<file path="src/rtl/life_pkg.sv">
// Shared types and sizing helpers for the Game-of-Life generation scheduler.
package life_pkg;

   typedef enum logic [2:0] {
      ST_IDLE,
      ST_WAIT,
      ST_EVOLVE,
      ST_EDIT,
      ST_CLEAR
   } sched_state_t;

   typedef logic [15:0] gen_count_t;

   function automatic int unsigned cells_of(input int unsigned m, input int unsigned n);
      return m * n;
   endfunction

endpackage

</file>
<file path="src/rtl/evo_scheduler_tick_divider.sv">
// Base-tick generator: one-cycle tick every TICK_DIV enabled cycles.
module tick_divider #(
   parameter int unsigned TICK_DIV = 100000
) (
   input  logic clk,
   input  logic rst,
   input  logic restart,
   input  logic en,
   output logic tick
);

   localparam int unsigned CW = (TICK_DIV > 1) ? $clog2(TICK_DIV) : 1;
   localparam logic [CW-1:0] LAST = CW'(TICK_DIV - 1);

   logic [CW-1:0] cnt;

   // Holding (rather than clearing) when disabled lets the period survive an edit.
   always_ff @(posedge clk or posedge rst) begin
      if (rst) begin
         cnt <= '0;
      end else if (restart) begin
         cnt <= '0;
      end else if (en) begin
         cnt <= (cnt == LAST) ? '0 : cnt + 1'b1;
      end
   end

   assign tick = en && (cnt == LAST);

endmodule

</file>
<file path="src/rtl/evo_scheduler.sv">
// Generation scheduler and grid-RAM write arbiter between Round, cell edits and clear.
module evo_scheduler
   import life_pkg::*;
#(
   parameter int unsigned P_PARAM_M = 5,
   parameter int unsigned P_PARAM_N = 5,
   parameter int unsigned WIDTH     = 12,
   parameter int unsigned TICK_DIV  = 100000
) (
   input  logic                 clk,
   input  logic                 rst,
   input  logic                 run_toggle,
   input  logic                 step,
   input  logic [2:0]           speed,
   input  logic                 clear,
   input  logic                 edit_req,
   input  logic [2*WIDTH-1:0]   edit_pos,
   input  logic                 edit_val,
   output logic                 edit_ack,
   output logic                 global_evo_en,
   input  logic                 evo_wden,
   input  logic [2*WIDTH-1:0]   round_write_pos,
   input  logic                 round_live,
   output logic                 ram_wr_en,
   output logic [2*WIDTH-1:0]   ram_wr_pos,
   output logic                 ram_wr_data,
   output logic                 running,
   output logic                 busy,
   output logic                 gen_done,
   output gen_count_t           gen_count
);

   localparam int unsigned CELLS = cells_of(P_PARAM_M, P_PARAM_N);
   localparam int unsigned PW    = 2 * WIDTH;
   localparam int unsigned CW    = $clog2(CELLS + 1);
   localparam logic [CW-1:0] LAST_WR  = CW'(CELLS - 1);
   localparam logic [PW-1:0] LAST_POS = PW'(CELLS - 1);

   sched_state_t  state;
   logic          run_next, step_pend, clr_pend, clear_hit, start;
   logic          tick, restart, elapsed;
   logic [3:0]    pcount, period;
   logic [CW-1:0] wr_cnt;
   logic [PW-1:0] clr_addr;

   // Period timing only runs in WAIT; EDIT freezes it, every other state rearms it.
   assign restart = (state == ST_IDLE) || (state == ST_EVOLVE) || (state == ST_CLEAR);

   tick_divider #(.TICK_DIV(TICK_DIV)) u_tick (
      .clk     (clk),
      .rst     (rst),
      .restart (restart),
      .en      (state == ST_WAIT),
      .tick    (tick)
   );

   always_ff @(posedge clk or posedge rst) begin
      if (rst) begin
         pcount <= '0;
      end else if (restart) begin
         pcount <= '0;
      end else if (tick) begin
         pcount <= pcount + 4'd1;
      end
   end

   assign period    = 4'd8 - {1'b0, speed};
   assign elapsed   = (pcount >= period);
   assign run_next  = running ^ run_toggle;
   assign clear_hit = clr_pend | clear;
   assign start     = run_next ? ((state == ST_WAIT) && elapsed) : (step_pend | step);

   always_ff @(posedge clk or posedge rst) begin
      if (rst) begin
         state         <= ST_IDLE;
         running       <= 1'b0;
         global_evo_en <= 1'b0;
         gen_done      <= 1'b0;
         gen_count     <= '0;
         wr_cnt        <= '0;
         clr_addr      <= '0;
         step_pend     <= 1'b0;
         clr_pend      <= 1'b0;
      end else begin
         gen_done <= 1'b0;
         running  <= run_next;
         if (run_next)
            step_pend <= 1'b0;
         else if (step)
            step_pend <= 1'b1;
         if (clear && ((state == ST_EVOLVE) || (state == ST_EDIT)))
            clr_pend <= 1'b1;

         case (state)
            ST_IDLE, ST_WAIT: begin
               if (clear_hit) begin
                  state    <= ST_CLEAR;
                  clr_pend <= 1'b0;
                  clr_addr <= '0;
               end else if (edit_req) begin
                  state <= ST_EDIT;
               end else if (start) begin
                  state         <= ST_EVOLVE;
                  global_evo_en <= ~global_evo_en;
                  wr_cnt        <= '0;
                  step_pend     <= 1'b0;
               end else begin
                  state <= run_next ? ST_WAIT : ST_IDLE;
               end
            end
            ST_EVOLVE: begin
               if (evo_wden) begin
                  if (wr_cnt == LAST_WR) begin
                     gen_count <= gen_count + 16'd1;
                     gen_done  <= 1'b1;
                     state     <= run_next ? ST_WAIT : ST_IDLE;
                  end else begin
                     wr_cnt <= wr_cnt + 1'b1;
                  end
               end
            end
            ST_EDIT: begin
               state <= run_next ? ST_WAIT : ST_IDLE;
            end
            ST_CLEAR: begin
               if (clr_addr == LAST_POS) begin
                  clr_addr  <= '0;
                  gen_count <= '0;
                  state     <= run_next ? ST_WAIT : ST_IDLE;
               end else begin
                  clr_addr <= clr_addr + 1'b1;
               end
            end
            default: state <= ST_IDLE;
         endcase
      end
   end

   always_comb begin
      ram_wr_en   = 1'b0;
      ram_wr_pos  = '0;
      ram_wr_data = 1'b0;
      edit_ack    = 1'b0;
      case (state)
         ST_EVOLVE: begin
            ram_wr_en   = evo_wden;
            ram_wr_pos  = round_write_pos;
            ram_wr_data = round_live;
         end
         ST_EDIT: begin
            ram_wr_en   = 1'b1;
            ram_wr_pos  = edit_pos;
            ram_wr_data = edit_val;
            edit_ack    = 1'b1;
         end
         ST_CLEAR: begin
            ram_wr_en  = 1'b1;
            ram_wr_pos = clr_addr;
         end
         default: ;
      endcase
   end

   assign busy = (state == ST_EVOLVE) || (state == ST_CLEAR);

endmodule
</file>
<file path="config.mk">
export PLATFORM = sky130hd
export DESIGN_NAME = evo_scheduler
export DESIGN_NICKNAME = d
export VERILOG_FILES = /design/src/rtl/life_pkg.sv /design/src/rtl/evo_scheduler_tick_divider.sv /design/src/rtl/evo_scheduler.sv
export SDC_FILE = /design/constraint.sdc
export NUM_CORES = 1
export LEC_CHECK = 0
export ABC_CLOCK_PERIOD_IN_PS = 3000
export BUFFER_PORTS_ARGS = -buffer_cell sky130_fd_sc_hd__buf_2
export CAP_MARGIN = 20
export CORE_MARGIN = 2
export CORE_UTILIZATION = 55
export DETAILED_ROUTE_END_ITERATION = 7
export GPL_TIMING_DRIVEN = 0
export PLACE_DENSITY = 0.85
export SLEW_MARGIN = 25
export SYNTH_ARGS = -nofsm -noshare
export SYNTH_HDL_FRONTEND = slang
export SYNTH_SLANG_ARGS = --single-unit
</file>
<file path="constraint.sdc">
create_clock -name clk -period 3 [get_ports clk]
set_input_delay 0.15 -clock clk [delete_from_list [all_inputs] [get_ports clk]]
set_output_delay 0.15 -clock clk [all_outputs]
set_load 0.05 [all_outputs]
</file>
==> impl.org <==
** Power
- For this design the ratio of total power to cell area is 803.2 nW/um^2.
- IR drop worst, VDD :: 0.0006031 V
- Total leakage power :: 0.002491 uW

** STA
- For the pin with the worst max-slew slack, the measured transition is 796.2 ps.
- Clock skew on the completed layout was measured at 8.929 ps.
- Headroom to the max-slew limit came out at 46.92%.
- Number of setup violations in the final report :: 0
- The final number of max-transition violations came to 0.
- Maximum clock frequency :: 346.4 MHz
- The final critical path takes up 96.23% of the cycle.
- Endpoints failing hold :: 0
- Final critical delay including setup and external delays :: 2887 ps
- Final Worst Setup Slack :: 113.2 ps

** Drt
- Antenna Nets Post-Route :: 0
- Routed len/inst :: 17.21 um
- Overall via count from detail_route :: 5007
- In the routed design, unresolved DRC markers number 0.
- Vias per std cell :: 6.282
- DRC violation total after the first TritonRoute iteration :: 323
- For this run, the detailed router's first-pass iteration total came to 5.
- Wires add up to 13.72 mm.

** Synthesis
- The most common cell in the synthesized netlist is dfrtp_1.
- Dividing the synthesized area by the synthesized cell count gives 8.476 sq um.
- The synthesized netlist devotes 20.36% of its cell area to compound gates.
- When the netlist entered floorplanning its net count stood at 639.
- Count of mapped cells out of synthesis :: 567
- Of all cell types, the one taking the most synthesized area is dfrtp_1.
- Leading cell types by total area after synthesis :: dfrtp_1 39%, mux2i_1 6.5%, o21ai_0 5.4%, nand2_1 5.2%, a21oi_1 4.3%
- Yosys reg bits :: 74
- The mapped netlist covers 4806 sq um.
- The share of synthesized area in the top cell type comes to 38.53%.
- After synthesis, the netlist uses 56 different library cells.
- Area share of and/or/nand/nor cells after synthesis :: 24.66%
- Portion of netlist area occupied by mux cells :: 6.691%
- Ranked by instance count, the synthesized netlist is headed by 74 x dfrtp_1, 67 x nand2_1, 52 x o21ai_0, 41 x a21oi_1, 35 x nor2_1.
- Post-Synth Adder-Cell Area :: 3.124%
- Dominant combinational cell family by area after synthesis :: simple AND/OR/NAND/NOR gates
- Fraction of synthesized cell area in xor and xnor cells :: 2.187%
- After synthesis, flip-flops and latches occupy 38.53% of the total area.
- Prevailing post-synth register cell :: dfrtp_1
- Counting flops with a built-in enable in the synthesized netlist gives 0.
- Yosys printed 0 warnings.
- For this run, asynchronously set or reset flops after synthesis account for 100.0%.

** Cells and area
- Final core occ :: 66.51%
- At the end of the flow, the number of nets in the layout was 757.
- Share of post-route cells with drive strength above 1 :: 19.88%
- Area delta synth->final :: 18.93%
- The number of antenna diodes in the final layout is 0.

** Floorplanning
- Vertical extent of the die :: 97.48 um
- X dimension of the die :: 97.48 um
- DIE AREA :: 9501 sq um
- Once the floorplan was initialized, standard cells occupied 55.93% of the core.
- Io pins :: 107
- The initialized floorplan defines 34 standard-cell rows.
- The core region is 8593 sq um.

** Critical path
- Traced cell by cell, the critical path runs through clkbuf_1 > nand2b_1 > or2_2 > clkbuf_1 > a21oi_4 > buf_2 > nand2_1 > o21ai_0 > buf_2.
- The worst register-to-register path has a depth of 7.
- Data arrival, critical path :: 2740 ps
- At the worst endpoint, the required time is 2850 ps.
- By startpoint and endpoint, the worst setup path is classified as reg -> out.
- Largest fanout on the critical path :: 10
- Critical Path Sink Type :: output pin
- STA classifies the critical path startpoint as a flip-flop.
- Largest stage delay on the critical path :: 320 ps
- The largest individual stage delay along the critical path comes from the cell dfrtp_1.

** Clocking
- Clock net sink count :: 74
- Clock transition at the register clock pins on the worst setup and hold paths after CTS :: 80 ps
- CTS Root Buffer Type :: clkbuf_8
- CTS tree :: yes
- Counting the buffers created by CTS gives 9.
- Clock latency on the worst-skew pair :: 350 ps
- Post-CTS Setup Repair Bufs :: 0
- The longest clock path from root to sink contains 2 buffers.
- Number of H-tree branching levels :: 3

** GRT
- The initial antenna violation count is 0.
- Across every metal layer, demand over resource in global routing totals 28.37%.
- Entering global routing, the biggest net connects 45 pins.
- Number of global-route vias before repair :: 4752
- First-pass GRT wire length :: 21.98 mm
- Grt total ovfl :: 0

** Place
- Final weighted congestion of routability-driven global placement :: 0.9526
- Minimum setup slack after placement :: 89.88 ps
- HPWL reported at the end of detailed placement :: 9.893 mm
- Port Buffers :: 106

** Worst hold path
- Counting instances, the worst hold path has a depth of 2.
- Hold Crit Class :: in -> reg

** Outcome
- The flow ran to the end, and the final reports show no timing, DRC or antenna violations.

** Run
- Max capacitance violation total :: 0
==> cells in the final DEF (no fill, tap or decap), drive strengths merged, types with 6 or more instances in the layout <==
cell	netlist	routed
buf	5	112
o31ai	9	9
nor2	35	35
a31oi	17	17
inv	22	22
mux2i	31	31
nand4	18	18
xor2	8	8
nor3	6	6
nor4	8	8
nand2	67	67
nand3	28	28
or3	9	9
nand2b	6	6
o21ai	52	52
and2	6	6
ha	12	12
and4	6	6
dfrtp	74	74
or4	17	17
clkbuf	28	40
a21oi	42	42
==> cell type report <==
class / count / area [sq um]
plain buffers: 32 / 131.4
clock buffers: 13 / 138.9
clock inverters: 2 / 38.79
fillers: 738 / 2878
inverters: 22 / 85.08
multi-input cells: 438 / 2766
flip-flops and latches: 74 / 1852
well taps: 108 / 135.1
repair buffers: 108 / 568.0
==> critical path, delay by kind of cell, from the launching register on <==
family | cells | cell delay [ps]
AND/OR/NAND/NOR | 3 | 540
flip-flops | 1 | 320
buffers and inverters | 4 | 1110
AO/OA/AOI/OAI | 2 | 410
==> state kept, by name, indices dropped and copies added, names as in the netlist <==
signal	flops
clr_addr	24
clr_pend	1
gen_count	16
gen_done	1
global_evo_en	1
pcount	4
running	1
state	3
step_pend	1
u_tick.cnt	17
wr_cnt	5
==> per-layer routing <==
layer	wire (um)	global-route usage [%]	share of wire, %
met2	6682	47.64	49
met3	920	3.957	6.7
met4	283	11.00	2.1
met5	0	0	0
met1	5833	37.24	43
==> metrics by stage <==
step / total power [uW] / hold slack, ps / area, sq um / instances / setup TNS, ps
global placement: 3710 / 426.6 / 5472 / 781 / 0
global route: 4837 / 82.00 / 5715 / 797 / -15.83
CTS: 4537 / 59.13 / 5702 / 798 / 0
detailed placement: 3773 / 182.2 / 5502 / 782 / 0
finish: 4591 / 69.78 / 5715 / 797 / 0
floorplan: 3097 / 280.7 / 4806 / 567 / 0
==> cells by family after synthesis <==
| logic type | after synthesis |
|---|---|
| buffers and inverters | 55 |
| XOR/XNOR | 12 |
| AND/OR/NAND/NOR | 226 |
| multiplexers | 32 |
| AO/OA/AOI/OAI | 156 |
| adder cells (fa/ha/maj) | 12 |
| flip-flops | 74 |
==> path summary, 6_finish.rpt <==
kind	from	to	slack, ps
max reg2reg	clr_addr[22]	gen_count[3]	330
min reg2reg	global_evo_en	global_evo_en	520
max in group asynchronous	rst	clr_addr[11]	2090
min in group asynchronous	rst	wr_cnt[3]	340
min	edit_req	step_pend	70
max	state[2]	ram_wr_pos[20]	110
==> what timing repair did <==
item,4_1_cts,5_1_grt
endpoints found under the hold margin,30,0
hold buffers,1,0
resized for setup,4,5
cloned,0,0
setup endpoints to repair,8,2
==> report_power, final <==
group          internal [uW]  leakage [uW]  total [uW]  switching [uW]
Sequential              1150       0.00101        1320             167
Combinational            680       0.00139        2520            1840
Clock                    383     0.0000877         755             371
Note: power is estimated with default switching activity, not from simulation.
